## src/rtl/reaction_timer_if.sv

```systemverilog
// Signal bundle between the reaction-time controller and its neighbours.
// With REACTION_TIMER_STATS_EN defined it also carries best_ms/avg_ms.
interface reaction_timer_if #(
  parameter int W = 14
);
  logic         tick_1ms;
  logic         start_pulse;
  logic         delay_pulse;
  logic         resp_pulse;
  logic         stim_led;
  logic [W-1:0] reaction_ms;
  logic         result_valid;
  logic         false_start;
  logic         timeout;
  logic         busy;
`ifdef REACTION_TIMER_STATS_EN
  logic [W-1:0] best_ms;
  logic [W-1:0] avg_ms;

  modport master (
    output tick_1ms, start_pulse, delay_pulse, resp_pulse,
    input  stim_led, reaction_ms, result_valid, false_start, timeout, busy,
    input  best_ms, avg_ms
  );
  modport slave (
    input  tick_1ms, start_pulse, delay_pulse, resp_pulse,
    output stim_led, reaction_ms, result_valid, false_start, timeout, busy,
    output best_ms, avg_ms
  );
`else
  modport master (
    output tick_1ms, start_pulse, delay_pulse, resp_pulse,
    input  stim_led, reaction_ms, result_valid, false_start, timeout, busy
  );
  modport slave (
    input  tick_1ms, start_pulse, delay_pulse, resp_pulse,
    output stim_led, reaction_ms, result_valid, false_start, timeout, busy
  );
`endif
endinterface

```

## src/rtl/reaction_timer.sv

```systemverilog
// Reaction-time controller: arm, light stimulus, count ms to response; flags false start/timeout.
// Latency: result_valid one cycle after resp_pulse; stats (REACTION_TIMER_STATS_EN) one cycle later.
// Backpressure: none, pulse inputs are consumed in the cycle they are sampled.
module reaction_timer #(
  parameter int W      = 14,
  parameter int MAX_MS = 9999,
  parameter int TRIALS = 4
) (
  input logic        clk,
  input logic        rst,
  reaction_timer_if.slave bus
);

  localparam logic [2:0] IDLE      = 3'd0;
  localparam logic [2:0] WAIT_STIM = 3'd1;
  localparam logic [2:0] MEASURE   = 3'd2;
  localparam logic [2:0] DONE      = 3'd3;
  localparam logic [2:0] FAULT     = 3'd4;

  localparam logic [W-1:0] MAX_V  = W'(MAX_MS);
  localparam logic [W-1:0] LAST_V = W'(MAX_MS - 1);

  if (TRIALS < 1 || (TRIALS & (TRIALS - 1)) != 0) begin : g_bad_trials
    $error("TRIALS must be a power of 2");
  end

  logic [2:0]   state;
  logic [W-1:0] count;
  logic [W-1:0] res_q;
  logic         valid_q;
  logic         fs_q;
  logic         to_q;

  always_ff @(posedge clk or negedge rst) begin
    if (!rst) begin
      state   <= IDLE;
      count   <= '0;
      res_q   <= '0;
      valid_q <= 1'b0;
      fs_q    <= 1'b0;
      to_q    <= 1'b0;
    end else begin
      valid_q <= 1'b0;
      case (state)
        IDLE: begin
          if (bus.start_pulse) begin
            state <= WAIT_STIM;
            count <= '0;
            fs_q  <= 1'b0;
            to_q  <= 1'b0;
          end
        end
        WAIT_STIM: begin
          // A response coinciding with stimulus onset is still a false start.
          if (bus.resp_pulse) begin
            state <= FAULT;
            fs_q  <= 1'b1;
          end else if (bus.delay_pulse) begin
            state <= MEASURE;
            count <= '0;
          end
        end
        MEASURE: begin
          if (bus.start_pulse) begin
            state <= WAIT_STIM;
            count <= '0;
          end else if (bus.resp_pulse) begin
            state   <= DONE;
            res_q   <= count;
            valid_q <= 1'b1;
          end else if (bus.tick_1ms) begin
            if (count == LAST_V) begin
              state <= FAULT;
              to_q  <= 1'b1;
              res_q <= MAX_V;
              count <= MAX_V;
            end else if (count < MAX_V) begin
              count <= count + 1'b1;
            end
          end
        end
        DONE, FAULT: begin
          if (bus.start_pulse) begin
            state <= WAIT_STIM;
            count <= '0;
            fs_q  <= 1'b0;
            to_q  <= 1'b0;
          end
        end
        default: state <= IDLE;
      endcase
    end
  end

  assign bus.stim_led     = (state == MEASURE);
  assign bus.busy         = (state == WAIT_STIM) || (state == MEASURE);
  assign bus.reaction_ms  = res_q;
  assign bus.result_valid = valid_q;
  assign bus.false_start  = fs_q;
  assign bus.timeout      = to_q;

`ifdef REACTION_TIMER_STATS_EN
  localparam int LG = $clog2(TRIALS);

  logic [W-1:0]    hist [TRIALS];
  logic [W+LG-1:0] sum_q;
  logic [W+LG-1:0] sum_nxt;
  logic [W-1:0]    best_q;
  logic [W-1:0]    avg_q;

  // Running sum: drop the oldest slot, add the newest result.
  always_comb begin
    sum_nxt = sum_q - (W+LG)'(hist[TRIALS-1]) + (W+LG)'(res_q);
  end

  always_ff @(posedge clk or negedge rst) begin
    if (!rst) begin
      for (int i = 0; i < TRIALS; i++) hist[i] <= '0;
      sum_q  <= '0;
      best_q <= MAX_V;
      avg_q  <= '0;
    end else if (valid_q) begin
      hist[0] <= res_q;
      for (int i = 1; i < TRIALS; i++) hist[i] <= hist[i-1];
      sum_q <= sum_nxt;
      avg_q <= sum_nxt[W+LG-1:LG];
      if (res_q < best_q) best_q <= res_q;
    end
  end

  assign bus.best_ms = best_q;
  assign bus.avg_ms  = avg_q;
`endif

endmodule

```

## src/flat_wrapper.sv

```systemverilog
// flat-port wrapper written by rule: the top's interface ports become plain ports
module reaction_timer_flat 
#(
  parameter int W      = 14,
  parameter int MAX_MS = 9999,
  parameter int TRIALS = 4
)
  (clk, rst, bus_tick_1ms, bus_start_pulse, bus_delay_pulse, bus_resp_pulse, bus_stim_led, bus_reaction_ms, bus_result_valid, bus_false_start, bus_timeout, bus_busy);
  reaction_timer_if #(.W(W)) bus_i ();
  input logic clk;
  input logic rst;
  input wire logic [$bits(bus_i.tick_1ms)-1:0] bus_tick_1ms;
  input wire logic [$bits(bus_i.start_pulse)-1:0] bus_start_pulse;
  input wire logic [$bits(bus_i.delay_pulse)-1:0] bus_delay_pulse;
  input wire logic [$bits(bus_i.resp_pulse)-1:0] bus_resp_pulse;
  output wire logic [$bits(bus_i.stim_led)-1:0] bus_stim_led;
  output wire logic [$bits(bus_i.reaction_ms)-1:0] bus_reaction_ms;
  output wire logic [$bits(bus_i.result_valid)-1:0] bus_result_valid;
  output wire logic [$bits(bus_i.false_start)-1:0] bus_false_start;
  output wire logic [$bits(bus_i.timeout)-1:0] bus_timeout;
  output wire logic [$bits(bus_i.busy)-1:0] bus_busy;
  assign bus_i.tick_1ms = bus_tick_1ms;
  assign bus_i.start_pulse = bus_start_pulse;
  assign bus_i.delay_pulse = bus_delay_pulse;
  assign bus_i.resp_pulse = bus_resp_pulse;
  assign bus_stim_led = bus_i.stim_led;
  assign bus_reaction_ms = bus_i.reaction_ms;
  assign bus_result_valid = bus_i.result_valid;
  assign bus_false_start = bus_i.false_start;
  assign bus_timeout = bus_i.timeout;
  assign bus_busy = bus_i.busy;
  reaction_timer #(.W(W), .MAX_MS(MAX_MS), .TRIALS(TRIALS)) u_core (.clk(clk), .rst(rst), .bus(bus_i));
endmodule
```

## config.mk

```make
export PLATFORM = sky130hd
export DESIGN_NAME = reaction_timer_flat
export DESIGN_NICKNAME = d
export VERILOG_FILES = /design/src/rtl/reaction_timer_if.sv /design/src/rtl/reaction_timer.sv /design/src/flat_wrapper.sv
export SDC_FILE = /design/constraint.sdc
export NUM_CORES = 1
export LEC_CHECK = 0
export ABC_AREA = 1
export BUFFER_PORTS_ARGS = -buffer_cell sky130_fd_sc_hd__buf_2
export CAP_MARGIN = 5
export CELL_PAD_IN_SITES_DETAIL_PLACEMENT = 1
export CELL_PAD_IN_SITES_GLOBAL_PLACEMENT = 2
export CORE_MARGIN = 3
export CORE_UTILIZATION = 32
export CTS_BUF_LIST = sky130_fd_sc_hd__clkbuf_16
export DETAILED_ROUTE_END_ITERATION = 12
export MAX_ROUTING_LAYER = met4
export PLACE_DENSITY_LB_ADDON = 0.1
export SLEW_MARGIN = 20
export SYNTH_ARGS = -nofsm -noshare
export SYNTH_HDL_FRONTEND = slang
export SYNTH_SLANG_ARGS = --single-unit
export TNS_END_PERCENT = 30
```

## constraint.sdc

```tcl
create_clock -name clk -period 2.45 [get_ports clk]
set_clock_uncertainty 0.2 [all_clocks]
set_input_delay 0.3675 -clock clk [delete_from_list [all_inputs] [get_ports clk]]
set_output_delay 0.3675 -clock clk [all_outputs]
set_load 0.1 [all_outputs]
```

# Word level (Yosys, flattened, before mapping)

Index checks and enable logic that the tools add are counted.
Widths: inputs -> output; s select.

Reduce and logical (&&, ||, !) cells: 13
Magnitude comparators: 1
Muxes and demuxes: 31
Bitwise logic cells: 1
Add/sub/neg operators: 1
Eq/ne operators: 19

Operator list:

| cell                  | number |
|---|---|
| $mux 14               | 11 |
| $pmux 14 s3           | 1 |
| $mux 3                | 7 |
| $add 14x1->14 const B | 1 |
| $eq 14x14->1 const B  | 1 |
| $lt 14x14->1 const B  | 1 |
| $ne 2x2->1 const B    | 6 |
| $mux 1                | 9 |
| $ne 3x3->1 const B    | 3 |
| $pmux 3 s3            | 1 |
| $reduce_and 4->1      | 2 |
| $reduce_bool 2->1     | 4 |
| $reduce_and 7->1      | 1 |
| $eq 3x2->1 const B    | 2 |
| $reduce_and 6->1      | 1 |
| $ne 2x1->1 const B    | 2 |
| $ne 4x2->1 const B    | 1 |
| $ne 4x3->1 const B    | 1 |
| $ne 4x4->1 const B    | 1 |
| $pmux 1 s2            | 2 |
| $eq 3x1->1 const B    | 1 |
| $eq 3x3->1 const B    | 1 |
| $logic_not 3->1       | 1 |
| $reduce_and 3->1      | 1 |
| other kinds (4)       | 4 |

Bits in registers: 34
Logic and storage cells: 72
Input port bits: 6

# Depth between registers and ports, before layout

Word-level depth: 7
Mapped depth: 11
Depth with buffers taken out: 11

# Worst setup path before layout

Ideal clock, no wire load.

Kind: reg-to-output
Start point: register u_core.state[0]
End point: output bus_busy
Stages on the path, launching flop included: 5
Setup slack: 375 ps
Data required time: 1,882 ps
Data arrival time: 1,508 ps
Buffers on the path: 1
Cells stage by stage: dfrtp_1 -> nor2_2 -> nand2_2 -> clkbuf_1 -> nand2_1

Cells in the longest elaborated chain, start to end: 2
Elaborated cells on any way between the ends: 3
Classes of those cells: eq/ne: 2; reduce/logical: 1

RTL lines:

| item                                            | line                 | text |
|---|---|---|
| start, declared                                 | reaction_timer.sv:27 | `logic [2:0] state;` |
| start signal, assigned                          | reaction_timer.sv:36 | `state <= IDLE;` |
| start signal, assigned                          | reaction_timer.sv:47 | `state <= WAIT_STIM;` |
| start signal, assigned                          | reaction_timer.sv:56 | `state <= FAULT;` |
| $eq 3x1->1 / $eq 3x2->1 (equally long branches) | reaction_timer.sv:96 | `assign bus.busy = (state == WAIT_STIM) \|\| (state == MEASURE);` |
| $logic_or 1x1->1 *                              | reaction_timer.sv:96 |  |
| end, declared                                   | flat_wrapper.sv:21   | `output wire logic [$bits(bus_i.busy)-1:0] bus_busy;` |

Mark *: on every way between the ends. The rest lies on a longest branch, timed or not.

# Final worst setup path

Start point: register u_core.state[0]
End point: output bus_stim_led

Cells in the longest elaborated chain, start to end: 1

RTL lines:

| item          | line                 | text |
|---|---|---|
| $eq 3x2->1    | reaction_timer.sv:95 | `assign bus.stim_led = (state == MEASURE);` |
| end, declared | flat_wrapper.sv:16   | `output wire logic [$bits(bus_i.stim_led)-1:0] bus_stim_led;` |

No other way between the ends.

==> results.md <==
* Critical Path Slowest Stage Cell: buf_2
* Crit Path Class: reg2out
* Status: finished, violations left
* Failing checks: hold timing
* Crit path max fanout at 16
* Tcrit/Tclk final at 0.925
* Leakage at around 1.4 nW
* Hold Violations, Final at 34
* 1st-iter DRT viols at 86
* Sinks on the clock net at 34
* First-pass GRT wire length at 10.3 mm
* Number of global-route vias before repair at about 2000
* Worst Path Arrival at 1700 ps
* Placed Cells at 411
* Hold crit path type: in2async
* Horiz. Die Dim at roughly 88 um
* Cts hold-fix bufs at 0
* Reg2reg end: u_core.bus.reaction_ms[12]
* Hold_ws at -13.6 ps
* Post-DP HPWL at roughly 5 mm
* Die H at just under 90 um
* Total length of routed wires at about 6.3 mm
* # nets final at 349
* Total CTS buffers at 5
* Max VDD drop at between 0.6 and 0.7 mV
* CP max stage delay at ~440 ps
* Fin Setup TNS at 0 ps
* Ratio of cells with drive above 1 in the final layout at 0.167
* DR vias at between 1500 and 2000
* DR WL/cell at ~15 um
* Startpoint Class: flop
* Site row count at 29
* DRC violations left at 0
* RSZ-0062 raised after global routing: no
* Worst endpoint required time at 1880 ps
* Worst-margin pin slew at around 820 ps
* Slew Limit Fails at 0
* Via-to-Cell Ratio at approximately 4.7
* Ports at 25
* CP endpoint kind: primary output
* Total track usage at 0.181
* CTS resizes at 0
* DP Worst Slack at approximately 400 ps
* Final Util at 0.391
* Antenna violations before repair at 0
* Worst path bufs/invs at 2
* IO buf count at 24
* Worst R2R Path Depth at 9
* CTS Buffer Depth at 2
* Die Area at between 7000 and 8000 um^2
* Synth cell types at 26
* CP top delay family: buffers and inverters
* Syn Nets at about 320
* WP depth at 4
* Async set-or-reset flop fraction in the synthesized netlist at 1.00
* Filler cells at 855
* Pin count of the biggest net entering global routing at 35
* Worst R2R Start: u_core.count[0]
* Fin worst setup slack at roughly 180 ps
* Post-layout minimum cycle time at between 2000 and 2500 ps
* Peak Freq at about 440 MHz
* Post-synthesis instance total at between 300 and 400
* Gpl congestion at 0.819
* CTS root buf: clkbuf_16
* Total power per unit cell area at about 1100 nW/um^2
* Grt total ovfl at 0
* Mean Syn Cell Area at between 6 and 7 um^2
* EDFF count, synth at 0
* Antenna fix cells at 0
* Antenna-violating nets left at 0
* CTS clk-pin slew, worst paths at roughly 60 ps
* Rel. slew slack at 0.455
* R2r setup slk at between 400 and 500 ps
* Final std cells w/o fill at between 400 and 500
* Sequential fraction of the synthesis area at 0.396
* First drt pass iteration count at 4
* CTS tree: built
* Initial core utilization at 0.335
* Area of the mapped netlist at 2150 um^2
* Core area at 6420 um^2
* Layout area overhead at 16.8%
* Max Cap Viol at 0
* Ys flop type: dfrtp_1
* Clock H-tree levels at 2
* Yosys reg bits at 34
* Final setup viols at 0
* Postcts setup bufs at 0
* Clk_lat worst skew at 280 ps
* Crit-path cells: nor2_2, nand2_2, clkinv_2, buf_2
* Synth warn at 0
==> per-stage QoR <==
stage	cell area [um^2]	power, W	hold WS, ps
final	2510	0.00278	-13.6
after floorplan	2150	0.00197	-128
after detailed placement	2370	0.00220	255
after CTS	2510	0.00282	16.2
after global routing	2510	0.00295	45.3
after global placement	2370	0.00219	250
==> routing by layer <==
layer,global-route usage,vias up,share of wire
met5,-,-,0
met4,0.0502,0,0.012
met3,0.0282,4,0.046
met2,0.281,34,0.45
met1,0.244,910,0.49
li1,-,1034,-
==> final cells by class <==
class | count | area [um^2] | area share
Multi-Input combinational cell | 239 | 1140 | 0.455
Sequential cell | 34 | 851 | 0.339
Timing Repair Buffer | 30 | 165 | 0.0658
Clock buffer | 5 | 125 | 0.0499
Inverter | 31 | 118 | 0.0469
Tap cell | 77 | 96.3 | 0.0384
Clock inverter | 3 | 12.5 | 0.00499
==> report_power, final <==
| part | internal (W) | leakage, nW | switching, W | total, W |
|---|---|---|---|---|
| sequential | 0.000669 | 0.454 | 0.0000620 | 0.000731 |
| combinational | 0.000253 | 0.826 | 0.00120 | 0.00145 |
| clock | 0.000367 | 0.0724 | 0.000229 | 0.000596 |
| total | 0.00129 | 1.35 | 0.00149 | 0.00278 |
==> state kept, by name, indices dropped and copies added, names as in the netlist <==
register,cells
u_core.bus.false_start,1
u_core.bus.reaction_ms,14
u_core.bus.result_valid,1
u_core.bus.timeout,1
u_core.count,14
u_core.state,3
==> Yosys cell counts (2+ instances only) <==
cell / number / area share
o21ai_0: 6 / 0.014
nand2_2: 5 / 0.015
inv_1: 27 / 0.047
a21oi_4: 2 / 0.015
inv_2: 2 / 0.0035
buf_6: 2 / 0.010
nor2_1: 48 / 0.084
dfrtp_1: 34 / 0.40
nand4_1: 9 / 0.026
nor2_8: 2 / 0.019
nand2_1: 116 / 0.20
nand3_1: 26 / 0.061
nor2_4: 3 / 0.016
nor3_1: 8 / 0.019
ha_1: 2 / 0.012
nand2_4: 3 / 0.016
clkbuf_1: 3 / 0.0052
xor2_1: 2 / 0.0082
a21oi_1: 3 / 0.0070
==> worst max path at each step <==
| stage | startpoint | end |
|---|---|---|
| floorplan | u_core.state[0] | bus_busy |
| global placement | u_core.count[0] | u_core.bus.reaction_ms[5] |
| detailed placement | u_core.count[0] | u_core.bus.reaction_ms[12] |
| CTS | u_core.state[0] | bus_stim_led |
| global route | u_core.state[0] | bus_stim_led |
| finish | u_core.state[0] | bus_stim_led |
==> logic make-up (layout without fill, tap and decap cells) <==
| logic type | count (synthesis) | after routing | share of synthesized area |
|---|---|---|---|
| buffers and inverters | 37 | 69 | 0.0728 |
| adder cells (fa/ha/maj) | 2 | 2 | 0.0116 |
| XOR/XNOR | 2 | 2 | 0.00815 |
| flip-flops | 34 | 34 | 0.396 |
| AND/OR/NAND/NOR | 223 | 223 | 0.472 |
| AO/OA/AOI/OAI | 12 | 12 | 0.0396 |
==> cells in the final DEF (no fill, tap or decap) <==
cell and n:
nand3_4 1, ha_1 2, xor2_1 2, o21bai_1 1
inv_1 28, nand4_1 9, nor2_1 48, nand2_1 116
nand2_2 5, clkinv_2 2, dfrtp_1 34, clkbuf_16 5
nand2_4 3, nor3_1 8, nand3_2 1, nor2_2 1
o21ai_0 6, a21oi_4 2, inv_2 2, clkinv_1 2
buf_2 24, nor2_8 2, nand3_1 26, buf_4 6
a21oi_1 3, nor2_4 3
Note: power is estimated with default switching activity, not from simulation.
